File: src/rtl/pe_store_arbiter.sv
// rtl/pe_store_arbiter.sv - round-robin store arbiter funnelling PE results into one store port (optional watchdog: STORE_TIMEOUT_EN)
module pe_store_arbiter #(
  parameter int NPE         = 4,
  parameter int DATA_W      = 32,
  parameter int ADDR_W      = 4,
  parameter int TIMEOUT_CYC = 255
) (
  input  logic                  CLK,
  input  logic                  RST,
  input  logic                  STORE_START,
  input  logic [NPE-1:0]        PE_MASK,
  input  logic [ADDR_W-1:0]     BASE_ADDR,
  input  logic [NPE-1:0]        OUT_READY,
  input  logic [NPE*DATA_W-1:0] DATAIN,
  output logic [NPE-1:0]        PE_ACK,
  output logic                  WR_EN,
  output logic [ADDR_W-1:0]     WR_ADDR,
  output logic [DATA_W-1:0]     WR_DATA,
  input  logic                  WR_READY,
  output logic                  BUSY,
  output logic                  ROUND_DONE,
  output logic                  ERROR
);

  localparam int GW = (NPE > 1) ? $clog2(NPE) : 1;

  typedef enum logic [1:0] {
    S_IDLE,
    S_ARB,
    S_WRITE,
    S_DONE
  } state_t;

  state_t            r_state;
  state_t            w_next;

  logic [NPE-1:0]    r_pending;
  logic [NPE-1:0]    r_ack;
  logic [GW-1:0]     r_ptr;
  logic [GW-1:0]     r_grant;
  logic [ADDR_W-1:0] r_addr;

  logic [NPE-1:0]    w_req;
  logic              w_found;
  logic [GW-1:0]     w_pick;
  logic [NPE-1:0]    w_grant_oh;
  logic [NPE-1:0]    w_pending_next;
  logic              w_timeout;

  // Round-robin search over eligible requests, starting at the priority pointer
  always_comb begin
    int j;
    j       = 0;
    w_req   = r_pending & OUT_READY;
    w_found = 1'b0;
    w_pick  = '0;
    for (int i = 0; i < NPE; i++) begin
      j = int'(r_ptr) + i;
      if (j >= NPE) j = j - NPE;
      if (!w_found && w_req[j]) begin
        w_found = 1'b1;
        w_pick  = GW'(j);
      end
    end
  end

  // One-hot form of the current grant, used for the ack pulse and pending clear
  always_comb begin
    w_grant_oh          = '0;
    w_grant_oh[r_grant] = 1'b1;
  end

  assign w_pending_next = r_pending & ~w_grant_oh;

`ifdef STORE_TIMEOUT_EN
  localparam int WAIT_W = $clog2(TIMEOUT_CYC + 1);

  logic [WAIT_W-1:0] r_wait;
  logic              w_waiting;

  // Stalled means an ARB cycle with work left but nothing to grant, or a WRITE the port refuses
  assign w_waiting = ((r_state == S_ARB) && (r_pending != '0) && !w_found) ||
                     ((r_state == S_WRITE) && !WR_READY);
  assign w_timeout = w_waiting && (r_wait == WAIT_W'(TIMEOUT_CYC - 1));

  // Consecutive stall counter, restarted whenever the FSM changes state
  always_ff @(posedge CLK) begin
    if (RST) begin
      r_wait <= '0;
    end else if (w_next != r_state) begin
      r_wait <= '0;
    end else if (w_waiting) begin
      r_wait <= r_wait + 1'b1;
    end
  end
`else
  logic w_unused_timeout;

  assign w_timeout        = 1'b0;
  assign w_unused_timeout = (TIMEOUT_CYC > 0);
`endif

  // FSM state register
  always_ff @(posedge CLK) begin
    if (RST) begin
      r_state <= S_IDLE;
    end else begin
      r_state <= w_next;
    end
  end

  // Next-state decode and store-port drive
  always_comb begin
    w_next     = r_state;
    WR_EN      = 1'b0;
    WR_ADDR    = '0;
    WR_DATA    = '0;
    BUSY       = (r_state != S_IDLE);
    ROUND_DONE = 1'b0;
    ERROR      = 1'b0;
    case (r_state)
      S_IDLE: begin
        if (STORE_START) w_next = S_ARB;
      end
      S_ARB: begin
        if (r_pending == '0) begin
          w_next = S_DONE;
        end else if (w_timeout) begin
          ERROR  = 1'b1;
          w_next = S_DONE;
        end else if (w_found) begin
          w_next = S_WRITE;
        end
      end
      S_WRITE: begin
        WR_EN   = 1'b1;
        WR_ADDR = r_addr;
        WR_DATA = DATAIN[int'(r_grant)*DATA_W +: DATA_W];
        if (w_timeout) begin
          ERROR  = 1'b1;
          w_next = S_DONE;
        end else if (WR_READY) begin
          w_next = (w_pending_next == '0) ? S_DONE : S_ARB;
        end
      end
      S_DONE: begin
        ROUND_DONE = 1'b1;
        w_next     = S_IDLE;
      end
      default: begin
        w_next = S_IDLE;
      end
    endcase
  end

  // Round bookkeeping: pending set, address counter, grant, priority pointer, ack pulse
  always_ff @(posedge CLK) begin
    if (RST) begin
      r_pending <= '0;
      r_ptr     <= '0;
      r_addr    <= '0;
      r_grant   <= '0;
      r_ack     <= '0;
    end else begin
      r_ack <= '0;
      case (r_state)
        S_IDLE: begin
          if (STORE_START) begin
            r_pending <= PE_MASK;
            r_addr    <= BASE_ADDR;
          end
        end
        S_ARB: begin
          if (w_timeout) begin
            r_pending <= '0;
          end else if ((r_pending != '0) && w_found) begin
            r_grant <= w_pick;
          end
        end
        S_WRITE: begin
          if (w_timeout) begin
            r_pending <= '0;
          end else if (WR_READY) begin
            r_ack     <= w_grant_oh;
            r_pending <= w_pending_next;
            r_addr    <= r_addr + 1'b1;
            r_ptr     <= (r_grant == GW'(NPE - 1)) ? '0 : r_grant + 1'b1;
          end
        end
        default: begin
        end
      endcase
    end
  end

  assign PE_ACK = r_ack;

endmodule
File: config.mk
export PLATFORM = sky130hd
export DESIGN_NAME = pe_store_arbiter
export DESIGN_NICKNAME = d
export VERILOG_FILES = /design/src/rtl/pe_store_arbiter.sv
export SDC_FILE = /design/constraint.sdc
export NUM_CORES = 1
export LEC_CHECK = 0
export ABC_AREA = 1
export BUFFER_PORTS_ARGS = -buffer_cell sky130_fd_sc_hd__buf_2
export CAP_MARGIN = 10
export CORE_ASPECT_RATIO = 0.75
export CORE_MARGIN = 1
export CORE_UTILIZATION = 43
export CTS_CLUSTER_SIZE = 20
export DETAILED_ROUTE_END_ITERATION = 8
export GPL_TIMING_DRIVEN = 0
export PLACE_DENSITY = 0.87
export SLEW_MARGIN = 20
export SYNTH_ARGS = -nofsm -noshare
export SYNTH_HDL_FRONTEND = slang
export SYNTH_SLANG_ARGS = --single-unit
File: constraint.sdc
create_clock -name CLK -period 2.7 [get_ports CLK]
set_input_delay 0.135 -clock CLK [delete_from_list [all_inputs] [get_ports CLK]]
set_output_delay 0.135 -clock CLK [all_outputs]
set_load 0.03 [all_outputs]
## After elaboration in Yosys (flattened, before gate mapping)

Index checks and enable logic that the tools add are counted.

| word-level totals | value |
|---|---|
| register bits after elaboration | 18 |
| logic and storage cells | 100 |

| operators by class | value |
|---|---|
| add/subtract/negate cells | 9 |
| order comparisons | 10 |
| eq/ne operators | 7 |
| shifts and indexed selects | 1 |
| multiplexer cells | 43 |
| bitwise gates (word level) | 5 |
| reductions and logical operators | 19 |

Operators by type and width:

| cell | count |
|---|---|
| $mux W32 | 5 |
| $lt A32 B4 Y1 const B | 4 |
| $shiftx A128 B8 Y32 | 1 |
| $mux W2 | 10 |
| $mux W4 | 5 |
| $pmux W4 S2 | 2 |
| $mux W1 | 15 |
| $sub A3 B3 Y4 const B | 3 |
| $ge A3 B3 Y1 const B | 3 |
| $and A4 B4 Y4 | 2 |
| $bmux W1 S2 | 4 |
| $logic_not A4 Y1 | 2 |
| $pmux W2 S4 | 1 |
| $add A2 B2 Y3 const B | 2 |
| $eq A2 B2 Y1 const B | 3 |
| $reduce_and A3 Y1 | 2 |
| $logic_and A1 B1 Y1 | 5 |
| $add A4 B1 Y4 const B | 1 |
| $ne A2 B2 Y1 const B | 2 |
| $not A4 Y4 | 1 |
| $reduce_and A2 Y1 | 2 |
| $reduce_bool A2 Y1 | 2 |
| $reduce_bool A4 Y1 | 1 |
| $sub A2 B3 Y4 const B | 1 |
| 12 further kinds | 15 |

## Longest topological paths before layout

| logic depth | value |
|---|---|
| word-level depth | 18 |
| depth in mapped cells | 12 |
| gate-level depth less buffers | 12 |

## Worst setup path after synthesis

OpenSTA, ideal clock, no wires.

| path | value |
|---|---|
| path kind | register -> output |
| start point | register r_grant[0] |
| end point | output port WR_DATA[11] |
| data arrival time | 1.541 ns |
| required time | 2.565 ns |
| setup slack | 1.024 ns |
| stages on the path, launching flop included | 7 |
| path buffers | 2 |
| cell sequence | dfxtp_1 -> buf_2 -> buf_1 -> nor2_1 -> nor2_1 -> o21ai_0 -> a21oi_1 |

| on the way | value |
|---|---|
| longest elaborated chain between the ends | 2 |

RTL lines:

| item | line | source |
|---|---|---|
| start: declaration | 40 | `logic [GW-1:0] r_grant;` |
| start signal: assignment | 177 | `r_grant <= w_pick;` |
| $shiftx A128 B8 Y32 | 138 | `WR_DATA = DATAIN[int'(r_grant)*DATA_W +: DATA_W];` |
| $mux W32 | 121 | `case (r_state)` |
| end: declaration | 18 | `output logic [DATA_W-1:0] WR_DATA,` |

Every way passes these cells.

## Worst setup path in the final report

| path | value |
|---|---|
| start point | register r_grant[1] |
| end point | output port WR_DATA[15] |

Same word-level chain as after synthesis.

==> results_dict.tcl <==
set metrics [dict create \
    die_area_sq_um 5680 \
    p_seq_frac 0.145 \
    synth_top_cell_area_share 0.243 \
    synthTopCellsByArea "nor2_1, o21ai_0, dfxtp_1" \
    numCtsBuffers 3 \
    synth_seq_cells 18 \
    antenna_found_initial 0 \
    tightest_slew_ns 0.520 \
    wl_per_cell_um 13.0 \
    fp.dieH_um 65.5 \
    critical_path_class "reg2out" \
    synth_top_area_cell "nor2_1" \
    synth_ff_type "dfxtp_1" \
    setup_ws_ns 0.432 \
    syn_inst 446 \
    vias_per_cell 5.18 \
    die_x_um 86.7 \
    status "finished, final reports clean" \
    io_pins 188 \
    initial_core_util 0.460 \
    worstPathArrival_ns 2.13 \
    syn_area_per_cell_sq_um 5.19 \
    min_period_over_period 0.840 \
    synth_seq_area_share 0.156 \
    yosysMostFrequentCell "nor2_1" \
    clock-root-buffer "clkbuf_8" \
    clk_pin_slew_ns 0.07 \
    diodes 0 \
    area_growth_pct 46.5 \
    vias 3666 \
    p_sw_mw 1.91 \
    final_nets 786 \
    drtIter0Drc 312 \
    gp_congestion 0.900 \
    syn-num-nets 595 \
    slowest_delay_ns 0.35 \
    multi_input_area_sq_um 1700 \
    cp-start-kind "flip-flop" \
    met2_usage 0.551 \
    wl_um 9200 \
    synth.distinct_cells 30 \
    timing.slew.headroom 0.653 \
    yosysWarnings 0 \
    synth_edf_count 0 \
    finalSetupViolCount 0 \
    clock_latency_ns 0.25 \
    gr-usage-met3 0.0553 \
    dp_slack_ns 0.670 \
    overflow 0 \
    dp_hpwl_um 7680 \
    cts_setup_buffers 0 \
    coreArea_sq_um 5040 \
    required_ns 2.57 \
    cts-resized-gates 0 \
    switching_share 0.594 \
    postRouteAntennaNets 0 \
    tritoncts "done" \
    rsz0062_at_grt "no" \
    cp_max_fo 10 \
    grt_max_degree 12 \
    hold_viol 0 \
    tns_ns 0 \
    cts_max_level 1 \
    ir_worst_vdd_uv 440 \
    drc 0 \
    final_max_slew_viol_count 0 \
    synthTopCellsByCount "nor2_1, o21ai_0, nand2_1, a21oi_1, nand3_1" \
    cp_slowest_cell "dfxtp_1" \
    max_freq_mhz 441 \
    power_frac_comb 0.787 \
    cp_cell_sequence "buf_2, clkinv_1, clkbuf_1, nor2_1, o21ai_0, a21oi_1, buf_2" \
    register_area_sq_um 360 \
    port_buffers 186 \
    cap_violations 0 \
    track_usage 0.315 \
    placementRows 22 \
    grt_pass1_wl_um 14200 \
    endpoint_kind "output pin" \
    cts_num_sinks 18 \
    p_per_area_nw_per_um2 947 \
    fillCellCount 512 \
    hp-class "in2reg" \
    internal-power_mw 1.30 \
    grt_pass1_vias 3239 \
    clock-skew-final_ns 0.00152 \
    clockPowerShare 0.068 \
    dr.pass1.iters 5 \
    cts_hold_buf 0 \
    crit_top_cell "buf_2" \
    leakage_nw 1.87 \
    grtUsageMet1 0.393 \
    drive_gt1_frac 0.349 \
    period_needed_ns 2.27 \
    grt_most_used_layer "met2" \
    synth.cell_area_sq_um 2310 \
    cts_buffer_depth 2 \
    synthArstFlopShare 0 \
]
[kinds of logic (layout without fill, tap and decap cells)]
| logic type | after synthesis | after routing | share of synthesized area |
|---|---|---|---|
| other | 1 | 1 | 0.00162 |
| AOI/OAI and AO/OA | 127 | 127 | 0.289 |
| and+or+nand+nor | 238 | 238 | 0.414 |
| DFF | 18 | 18 | 0.156 |
| buffers and inverters | 56 | 246 | 0.109 |
| xor gates and xnor gates | 1 | 1 | 0.00378 |
| adders and majority gates | 5 | 5 | 0.0270 |
[flip-flops by register name, indices dropped and copies added, names as in the netlist]
signal,count
r_addr,4
r_ptr,2
r_pending,4
PE_ACK,4
r_grant,2
r_state,2
[final cells by class]
type / count / share of cell area
multi-input combinational: 372 / 0.502
sequential: 18 / 0.106
buffer: 29 / 0.0439
clock buffer: 4 / 0.0162
inverter: 27 / 0.0303
tap: 72 / 0.0266
timing repair buffer: 186 / 0.275
[power by group through the flow]
stage,combinational (mW),clock [mW],sequential [mW]
after floorplan,1.83,0,0.445
after global placement,2.41,0,0.461
after detailed placement,2.48,0,0.469
after CTS,2.49,0.223,0.463
after global routing,2.82,0.235,0.480
final,2.53,0.219,0.465
[metal layers]
| layer | wire length [um] | vias up |
|---|---|---|
| li1 | - | 1835 |
| met1 | 3870 | 1617 |
| met2 | 4470 | 198 |
| met3 | 703 | 16 |
| met4 | 161 | 0 |
| met5 | 0 | - |
[worst max-delay path: cells and delay by family, from the launching register on]
family | cells | cell delay, ns
DFF | 1 | 0.35
buffers and inverters | 4 | 0.96
and+or+nand+nor | 1 | 0.19
AOI/OAI and AO/OA | 2 | 0.38
[per-stage QoR]
stage	total power, mW	std cells	hold slack [ns]	utilization	area [sq um]
after floorplan	2.28	446	0.197	-	2310
after global placement	2.87	704	0.409	0.662	3340
after CTS	3.18	708	0.145	0.673	3390
after global routing	3.54	708	0.151	0.673	3390
final	3.21	708	0.149	0.673	3390
after detailed placement	2.95	704	0.415	0.662	3340
[layout by cell type, fill, tap and decap left out]
| cell | n |
|---|---|
| a211oi_1 | 1 |
| a21oi_1 | 35 |
| a21oi_2 | 1 |
| a221oi_2 | 1 |
| a31oi_1 | 6 |
| buf_1 | 3 |
| buf_2 | 197 |
| buf_4 | 1 |
| buf_6 | 3 |
| clkbuf_1 | 11 |
| clkbuf_8 | 4 |
| clkinv_1 | 1 |
| clkinv_2 | 1 |
| conb_1 | 1 |
| dfxtp_1 | 18 |
| ha_1 | 5 |
| inv_1 | 22 |
| inv_2 | 3 |
| nand2_1 | 53 |
| nand2_2 | 6 |
| nand2_4 | 1 |
| nand3_1 | 23 |
| nand3b_1 | 1 |
| nand4_1 | 1 |
| nor2_1 | 150 |
| nor2_2 | 3 |
| o211ai_2 | 1 |
| o21ai_0 | 78 |
| o21ai_1 | 3 |
| o31ai_1 | 1 |
| xor2_1 | 1 |
[path summary, 6_finish.rpt]
path / depth (start not counted) / to / start / slack [ns]
worst max-delay path: 7 / WR_DATA[15] / r_grant[1] / 0.43
worst min-delay path: 3 / r_pending[0] / PE_MASK[0] / 0.15
worst max register to register: 10 / r_state[1] / r_grant[0] / 0.63
worst min register to register: 2 / r_addr[2] / r_addr[2] / 0.52
Power figures use the tool's default switching activity.
